<file path="src/rtl/reaction_time_display.sv">
// Reaction-time display stage.
// Converts each accepted binary ms result to 4-digit BCD using a serial
// double-dabble engine (one bit per clock). Holds the last result and
// scans it onto a multiplexed 4-digit 7-segment display, with leading-zero
// blanking and an all-dash overflow indication.
module reaction_time_display #(
    parameter int BIN_W       = 14,
    parameter int REFRESH_DIV = 1000
) (
    input  logic             clk,
    input  logic             rst_n,
    input  logic             time_valid,
    input  logic [BIN_W-1:0] time_ms,
    output logic             busy,
    output logic [15:0]      bcd,
    output logic             overflow,
    output logic [6:0]       seg,
    output logic [3:0]       dig_sel
);
    localparam int SR_W  = 16 + BIN_W;
    localparam int BC_W  = $clog2(BIN_W + 1);
    localparam int CNT_W = $clog2(REFRESH_DIV);

    typedef enum logic [1:0] {IDLE, SHIFT, DONE} state_t;

    state_t            state, state_nxt;
    logic [SR_W-1:0]   sr, sr_adj;
    logic [BC_W-1:0]   bit_cnt;
    logic [15:0]       bcd_q;
    logic              ovf_q;
    logic              time_ovf;
    logic [CNT_W-1:0]  ref_cnt;
    logic [1:0]        idx, idx_nxt;
    logic              wrap;
    logic [3:0]        nib;
    logic              blank;
    logic [6:0]        seg_nxt;

    // Zero-extend so the 9999 limit is meaningful for any legal BIN_W.
    assign time_ovf = {{(32-BIN_W){1'b0}}, time_ms} > 32'd9999;
    assign busy     = (state != IDLE);
    assign bcd      = bcd_q;
    assign overflow = ovf_q;

    // State register.
    always_ff @(posedge clk or negedge rst_n) begin
        if (!rst_n) state <= IDLE;
        else        state <= state_nxt;
    end

    // Next-state: accept only in IDLE, BIN_W shift cycles, one DONE cycle.
    always_comb begin
        state_nxt = state;
        case (state)
            IDLE:    if (time_valid && !time_ovf) state_nxt = SHIFT;
            SHIFT:   if (bit_cnt == BC_W'(BIN_W - 1)) state_nxt = DONE;
            DONE:    state_nxt = IDLE;
            default: state_nxt = IDLE;
        endcase
    end

    // Double-dabble correction: any BCD nibble >= 5 gets +3 before the shift.
    always_comb begin
        sr_adj = sr;
        for (int i = 0; i < 4; i++) begin
            if (sr[BIN_W+4*i +: 4] >= 4'd5)
                sr_adj[BIN_W+4*i +: 4] = sr[BIN_W+4*i +: 4] + 4'd3;
        end
    end

    // Conversion datapath and held result; result only moves in DONE or on overflow.
    always_ff @(posedge clk or negedge rst_n) begin
        if (!rst_n) begin
            sr      <= '0;
            bit_cnt <= '0;
            bcd_q   <= 16'h0000;
            ovf_q   <= 1'b0;
        end else begin
            case (state)
                IDLE: if (time_valid) begin
                    if (time_ovf) begin
                        ovf_q <= 1'b1;
                        bcd_q <= 16'h9999;
                    end else begin
                        sr      <= {16'h0000, time_ms};
                        bit_cnt <= '0;
                    end
                end
                SHIFT: begin
                    sr      <= sr_adj << 1;
                    bit_cnt <= bit_cnt + 1'b1;
                end
                DONE: begin
                    bcd_q <= sr[SR_W-1 -: 16];
                    ovf_q <= 1'b0;
                end
                default: ;
            endcase
        end
    end

    // Scan timing: slot counter and digit index.
    assign wrap    = (ref_cnt == CNT_W'(REFRESH_DIV - 1));
    assign idx_nxt = wrap ? idx + 2'd1 : idx;

    always_ff @(posedge clk or negedge rst_n) begin
        if (!rst_n) begin
            ref_cnt <= '0;
            idx     <= 2'd0;
        end else begin
            ref_cnt <= wrap ? '0 : ref_cnt + 1'b1;
            idx     <= idx_nxt;
        end
    end

    // Segment pattern for the digit that will be enabled next cycle.
    always_comb begin
        nib   = bcd_q[4*idx_nxt +: 4];
        blank = 1'b0;
        case (idx_nxt)
            2'd1:    blank = (bcd_q[15:4] == 12'h000);
            2'd2:    blank = (bcd_q[15:8] == 8'h00);
            2'd3:    blank = (bcd_q[15:12] == 4'h0);
            default: blank = 1'b0;
        endcase
        case (nib)
            4'd0:    seg_nxt = 7'h3F;
            4'd1:    seg_nxt = 7'h06;
            4'd2:    seg_nxt = 7'h5B;
            4'd3:    seg_nxt = 7'h4F;
            4'd4:    seg_nxt = 7'h66;
            4'd5:    seg_nxt = 7'h6D;
            4'd6:    seg_nxt = 7'h7D;
            4'd7:    seg_nxt = 7'h07;
            4'd8:    seg_nxt = 7'h7F;
            4'd9:    seg_nxt = 7'h6F;
            default: seg_nxt = 7'h00;
        endcase
        if (blank) seg_nxt = 7'h00;
        if (ovf_q) seg_nxt = 7'h40;
    end

    // Registered display drive; seg and dig_sel always change together.
    always_ff @(posedge clk or negedge rst_n) begin
        if (!rst_n) begin
            seg     <= 7'h3F;
            dig_sel <= 4'b0001;
        end else begin
            seg     <= seg_nxt;
            dig_sel <= 4'b0001 << idx_nxt;
        end
    end
endmodule

</file>
<file path="config.mk">
export PLATFORM = sky130hd
export DESIGN_NAME = reaction_time_display
export DESIGN_NICKNAME = d
export VERILOG_FILES = /design/src/rtl/reaction_time_display.sv
export SDC_FILE = /design/constraint.sdc
export NUM_CORES = 1
export LEC_CHECK = 0
export ABC_AREA = 1
export BUFFER_PORTS_ARGS = -buffer_cell sky130_fd_sc_hd__buf_2
export CORE_ASPECT_RATIO = 2
export CORE_MARGIN = 10
export CORE_UTILIZATION = 50
export DETAILED_ROUTE_END_ITERATION = 10
export PLACE_DENSITY = 0.79
export SLEW_MARGIN = 20
export SYNTH_ARGS = -nofsm -noshare
export SYNTH_HDL_FRONTEND = slang
export SYNTH_SLANG_ARGS = --single-unit
</file>
<file path="constraint.sdc">
create_clock -name clk -period 4.8 [get_ports clk]
set_input_delay 1.2 -clock clk [delete_from_list [all_inputs] [get_ports clk]]
set_output_delay 1.2 -clock clk [all_outputs]
set_load 0.005 [all_outputs]
</file>
==> flow_summary.json, run 1 <==
{
  "post_cts_buffers": 0,
  "ys_warn_count": 0,
  "post-route-period-util_pct": 57.1,
  "synthFlopType": "dfrtp_1",
  "tns_ns": 0,
  "root_buffer": "clkbuf_16",
  "antenna_left": 0,
  "clock_skew_ns": 0.00700,
  "vias_per_cell": 5.42,
  "async_flop_share_pct": 100,
  "max-slew-margin-rel_pct": 49.7,
  "postLayoutCellArea_um2": 4670,
  "slowest_delay_ns": 0.60,
  "cts_tree": "yes",
  "antenna_found_initial": 0,
  "placed_cell_area_um2": 4340,
  "cts_max_level": 3,
  "synth_edf_count": 0,
  "insertion_delay_ns": 0.34,
  "critPathSlowestCell": "nand2_2",
  "vias": 3466,
  "die_w_um": 83.5,
  "synth.area.top_cells": "dfrtp_1 (43%), nand2_1 (10%), inv_1 (6.2%)",
  "syn_to_final_growth_pct": 15.8,
  "grt_setup_unrepaired": "false",
  "switching_power_mw": 1.09,
  "cp_cell_sequence": "buf_2, inv_1, nand4_1, nand2_1, nand3_1, and2_1, inv_1, nand3_1, nand2_2, nand3_1, o21a_1",
  "die_h_um": 147,
  "cts_buffers": 9,
  "synth_common_cells": "nand2_1 (107), dfrtp_1 (69), inv_1 (67)",
  "drt-initial-drc-count": 226,
  "power.share.clock_pct": 25.3,
  "grt_pass1_vias": 3611,
  "pwr-share-comb_pct": 37.8,
  "final-setup-viol-count": 0,
  "worst_ep_required_time_ns": 5.03,
  "ir_drop_uv": 388,
  "rrSetupSlack_ns": 2.31,
  "hold_buffers": 0,
  "wl_um": 9360,
  "portBuffers": 45,
  "p_leak_nw": 2.45,
  "clk_pin_slew_worst_paths_ns": 0.06,
  "drv_slew": 0,
  "fin_nets": 571,
  "antennaDiodeCount": 0,
  "p_int_mw": 1.73,
  "timing.fmax_mhz": 365,
  "synthMostInstantiatedCell": "nand2_1",
  "path_class": "in2reg",
  "syn-num-nets": 523,
  "ys_ff_latch": 76,
  "crit_path_start_kind": "input port",
  "gp_congestion": 0.853,
  "yosysTopAreaCellShare_pct": 42.9,
  "fp.coreArea_um2": 7890,
  "start_util_pct": 51.1,
  "grt_pass1_wl_um": 15800,
  "synthCells": 490,
  "worstPathArrival_ns": 2.97,
  "critPathMostFrequentCell": "nand3_1",
  "pwr-share-seq_pct": 37.0,
  "cts_max_path_buffers": 2,
  "yosys.area.top_type": "dfrtp_1",
  "switching_share_pct": 38.8,
  "power_density_nw_per_um2": 605,
  "dpl.hpwl_um": 7020,
  "drv_cap": 0,
  "drive_gt1_share_pct": 19.5,
  "drt_first_pass_iters": 5,
  "clock-sinks": 76,
  "ys_seq_area_share_pct": 47.4,
  "hold_path.class": "reg2reg",
  "grt_remaining_overflow": 0,
  "drcViolationCount": 0,
  "syn_area_um2": 4030,
  "critPathMaxFanout": 40,
  "cts.repair.resized": 0,
  "grt.total_usage_pct": 15.5,
  "grt_max_degree": 44,
  "worst_setup_path_end_kind": "flop",
  "io_pins": 46,
  "rows": 46,
  "tightest_slew_ns": 0.754,
  "status": "finished, final reports clean",
  "period_minus_slack_ns": 2.74,
  "final-hold-violation-count": 0,
  "synth_cell_types": 32,
  "dieArea_um2": 12300,
  "wl_per_cell_um": 14.7,
  "syn_area_per_cell_um2": 8.22
}
==> power by group through the flow <==
stage               registers (mW)  logic, mW  clock network [mW]
floorplan                     1.01      0.770                   0
global placement              1.04       1.02                   0
CTS                           1.04       1.08               0.722
detailed placement            1.05       1.07                   0
global route                  1.07       1.23               0.753
finish                        1.04       1.07               0.713
==> layout make-up <==
| type | count | area [µm²] |
|---|---|---|
| Fill cell | 679 | 3220 |
| Sequential cell | 76 | 1910 |
| Multi-Input combinational cell | 333 | 1810 |
| Clock buffer | 13 | 280 |
| Inverter | 71 | 267 |
| Timing Repair Buffer | 47 | 240 |
| Tap cell | 96 | 120 |
| Clock inverter | 3 | 42.5 |
==> sequential cells by signal, summed over array words and instances, names as in the netlist <==
register and cells:
idx 2, bit_cnt 4, sr 30, seg 7, state 2, dig_sel 4
overflow 1, bcd 16, ref_cnt 10
==> cell families (layout without fill, tap and decap cells) <==
group,after synthesis,count (layout),synth area share (%)
and+or+nand+nor,226,226,26.6
AOI/OAI and AO/OA,87,87,12.3
buffers and inverters,81,134,7.86
DFF,76,76,47.4
adders and majority gates,16,16,4.97
xor gates and xnor gates,4,4,0.870
==> final timing paths <==
| check | depth (start not counted) | to | start |
|---|---|---|---|
| max in group asynchronous | 2 | seg[4] | rst_n |
| min reg2reg | 2 | sr[14] | sr[13] |
| max reg2reg | 14 | seg[3] | ref_cnt[0] |
| max | 11 | sr[3] | time_ms[5] |
| min in group asynchronous | 1 | ref_cnt[8] | rst_n |
| min | 2 | sr[14] | sr[13] |
==> stage by stage <==
stage,setup slack [ns],power [mW],util (%),hold slack (ns),instances
2_1_floorplan,2.36,1.78,-,0.432,490
6_report,2.06,2.82,59.2,0.492,639
5_1_grt,1.82,3.05,59.2,0.508,639
4_1_cts,1.70,2.84,59.1,0.497,639
3_3_place_gp,1.47,2.05,55.0,0.447,623
3_5_place_dp,1.34,2.11,55.0,0.482,623
==> layer usage <==
| layer | GRT usage [%] | share of wire, % | vias to the layer above |
|---|---|---|---|
| met4 | 9.18 | 3.6 | 0 |
| met5 | 0 | 0 | - |
| met3 | 4.10 | 5.2 | 28 |
| met1 | 14.4 | 36 | 1658 |
| met2 | 29.0 | 55 | 99 |
| li1 | - | - | 1681 |
==> cells in the final DEF, fill, tap and decap left out, drive strengths merged <==
cell type / instances
bufinv: 1
buf: 47
xor2: 4
dfrtp: 69
nand2: 122
a31oi: 1
a21oi: 17
nor3: 3
clkbuf: 13
inv: 70
nor3b: 1
o21a: 6
ha: 16
o22ai: 11
clkinvlp: 1
a22oi: 7
clkinv: 2
a21o: 1
nand3: 49
dfstp: 7
o21ai: 44
nand4: 4
and2: 1
nor2: 46
==> critical path: cells and delay by family <==
kind / cells / cell delay [ns]
AND/OR/NAND/NOR: 7 / 1.36
buffers and inverters: 3 / 0.22
AO/OA/AOI/OAI: 1 / 0.15
No activity file was read; power rests on OpenSTA's default activity.
==> run 2, diff against run 1 <==
clock period = 2.7 ns   (was 4.8 ns; I/O delays follow)
==> run 2 against run 1 <==
  * Die area did not move
  * Combinational power rose by 80%
  * Cell count rose by 0.47%
  * First-iteration DRC count fell by 2.7%
  * Critical path type is now reg2reg
  * Critical endpoint is now seg[3]
==> flow_summary.json, run 2 (synthesis results as in run 1) <==
{
  "portBuffers": 45,
  "pwr-share-comb_pct": 39.0,
  "grt.total_usage_pct": 16.0,
  "tightest_slew_ns": 0.476,
  "grt_setup_unrepaired": "false",
  "ir_drop_uv": 612,
  "postLayoutCellArea_um2": 4670,
  "gp_congestion": 0.849,
  "final-hold-violation-count": 0,
  "top_register": "sr",
  "fin_nets": 575,
  "period_minus_slack_ns": 2.41,
  "die_h_um": 147,
  "post_cts_buffers": 0,
  "vias_per_cell": 5.39,
  "post-route-period-util_pct": 89.1,
  "pwr-share-seq_pct": 37.3,
  "drt_first_pass_iters": 4,
  "drv_cap": 0,
  "tns_ns": 0,
  "fp.coreArea_um2": 7890,
  "crit-reg2reg-launch": "ref_cnt[0]",
  "p_total_mw": 4.95,
  "critPathSlowestCell": "dfrtp_1",
  "largest_reg_flops": 30,
  "die_w_um": 83.5,
  "hold_path.class": "in2async",
  "crit_path_start_kind": "flop",
  "top_layer": "met4",
  "rr_worst_depth": 14,
  "rrSetupSlack_ns": 0.29,
  "grt_max_degree": 77,
  "cts_max_level": 3,
  "final-setup-viol-count": 0,
  "wl_per_cell_um": 14.8,
  "rows": 46,
  "clk_pin_slew_worst_paths_ns": 0.06,
  "clock_skew_ns": 0.00613,
  "drt-initial-drc-count": 220,
  "antenna_left": 0,
  "final_common_cell": "nand2_1",
  "drcViolationCount": 0,
  "switching_power_mw": 1.96,
  "drv_slew": 0,
  "timing.fmax_mhz": 416,
  "critPathMaxFanout": 18,
  "p_leak_nw": 2.45,
  "cp_cell_sequence": "ha_1, nand2_1, nor2_4, nand2_4, nand2_2, nand2_4, o21ai_0, nand2_1, nand2_1, inv_1, ha_1, nor2_1, nor2_1, nor2_1",
  "grt_pass1_wl_um": 16100,
  "path_class": "reg2reg",
  "wl_met1_um": 3330,
  "grt_pass1_vias": 3475,
  "insertion_delay_ns": 0.34,
  "power_density_nw_per_um2": 1060,
  "power.share.clock_pct": 23.7,
  "dr_wl_met2_um": 5470,
  "grt_remaining_overflow": 0,
  "root_buffer": "clkbuf_16",
  "dr_wl_met3_um": 361,
  "cts.repair.resized": 0,
  "start_util_pct": 51.1,
  "max-slew-margin-rel_pct": 68.2,
  "vias": 3463,
  "p_int_mw": 2.99,
  "worst_ep_required_time_ns": 2.98,
  "placed_cell_area_um2": 4380,
  "status": "finished, final reports clean",
  "layout_common_cells": "nand2_1 (107), dfrtp_1 (69), inv_1 (67), nand3_1 (45), buf_2 (45)",
  "cts_max_path_buffers": 2,
  "dpl.hpwl_um": 7130,
  "hold_buffers": 0,
  "wl_um": 9480,
  "clock-sinks": 76,
  "cts_buffers": 9,
  "drive_gt1_share_pct": 19.6,
  "hold_ws_ns": 0.357,
  "antenna_found_initial": 0,
  "antennaDiodeCount": 0,
  "cts_tree": "yes",
  "slowest_delay_ns": 0.37,
  "worstPathArrival_ns": 2.68,
  "io_pins": 46,
  "switching_share_pct": 39.7,
  "syn_to_final_growth_pct": 15.8,
  "r2r-end": "seg[3]",
  "dieArea_um2": 12300,
  "worst_setup_path_end_kind": "flop"
}
run 2: changes by cell type in the layout (fill, tap and decap cells not counted):
cell        before  now
clkbuf_8         4    0
buf_4            2    5
clkinv_2         1    3
buf_12           0    1
clkbuf_1         0    1
clkinv_4         0    1
clkinvlp_4       1    0
nand2_1        106  107
nand2_2         10    9
run 2: per-layer routing:
layer,vias up,track usage (%)
li1,1687,-
met1,1680,15.4
met2,75,30.1
met3,21,3.43
met4,0,9.09
met5,-,0
run 2: cell type report:
cell class / count / area, µm²
Clock buffer: 10 / 229
Clock inverter: 5 / 53.8
Fill cell: 693 / 3220
Inverter: 71 / 267
Multi-Input combinational cell: 333 / 1800
Sequential cell: 76 / 1910
Tap cell: 96 / 120
Timing Repair Buffer: 51 / 283
run 2: worst max-delay path, delay by kind of cell (launching register included):
family,cells,cell delay [ns]
AOI/OAI and AO/OA,1,0.21
adders and majority gates,2,0.48
buffers and inverters,1,0.10
DFF,1,0.37
and+or+nand+nor,10,1.17
run 2: how the worst max path moves through the flow:
stage               startpoint     end
detailed placement  ref_cnt[0]  seg[3]
global route        ref_cnt[0]  seg[3]
finish              ref_cnt[0]  seg[3]
floorplan           ref_cnt[0]  seg[3]
CTS                 ref_cnt[0]  seg[3]
global placement    ref_cnt[0]  seg[3]
run 2: power by group through the flow:
stage	logic, mW	registers [mW]	clock network (mW)
after floorplan	1.37	1.80	0
after global placement	1.84	1.84	0
after detailed placement	1.93	1.86	0
after CTS	1.95	1.84	1.19
after global routing	2.23	1.90	1.24
final	1.93	1.84	1.17
run 2: stage by stage:
step	setup slack (ns)	std cells	util [%]
finish	0.294	642	59.2
global route	0.0664	642	59.2
CTS	0.315	642	59.2
detailed placement	0.370	627	55.6
global placement	0.488	627	55.6
floorplan	0.529	490	-
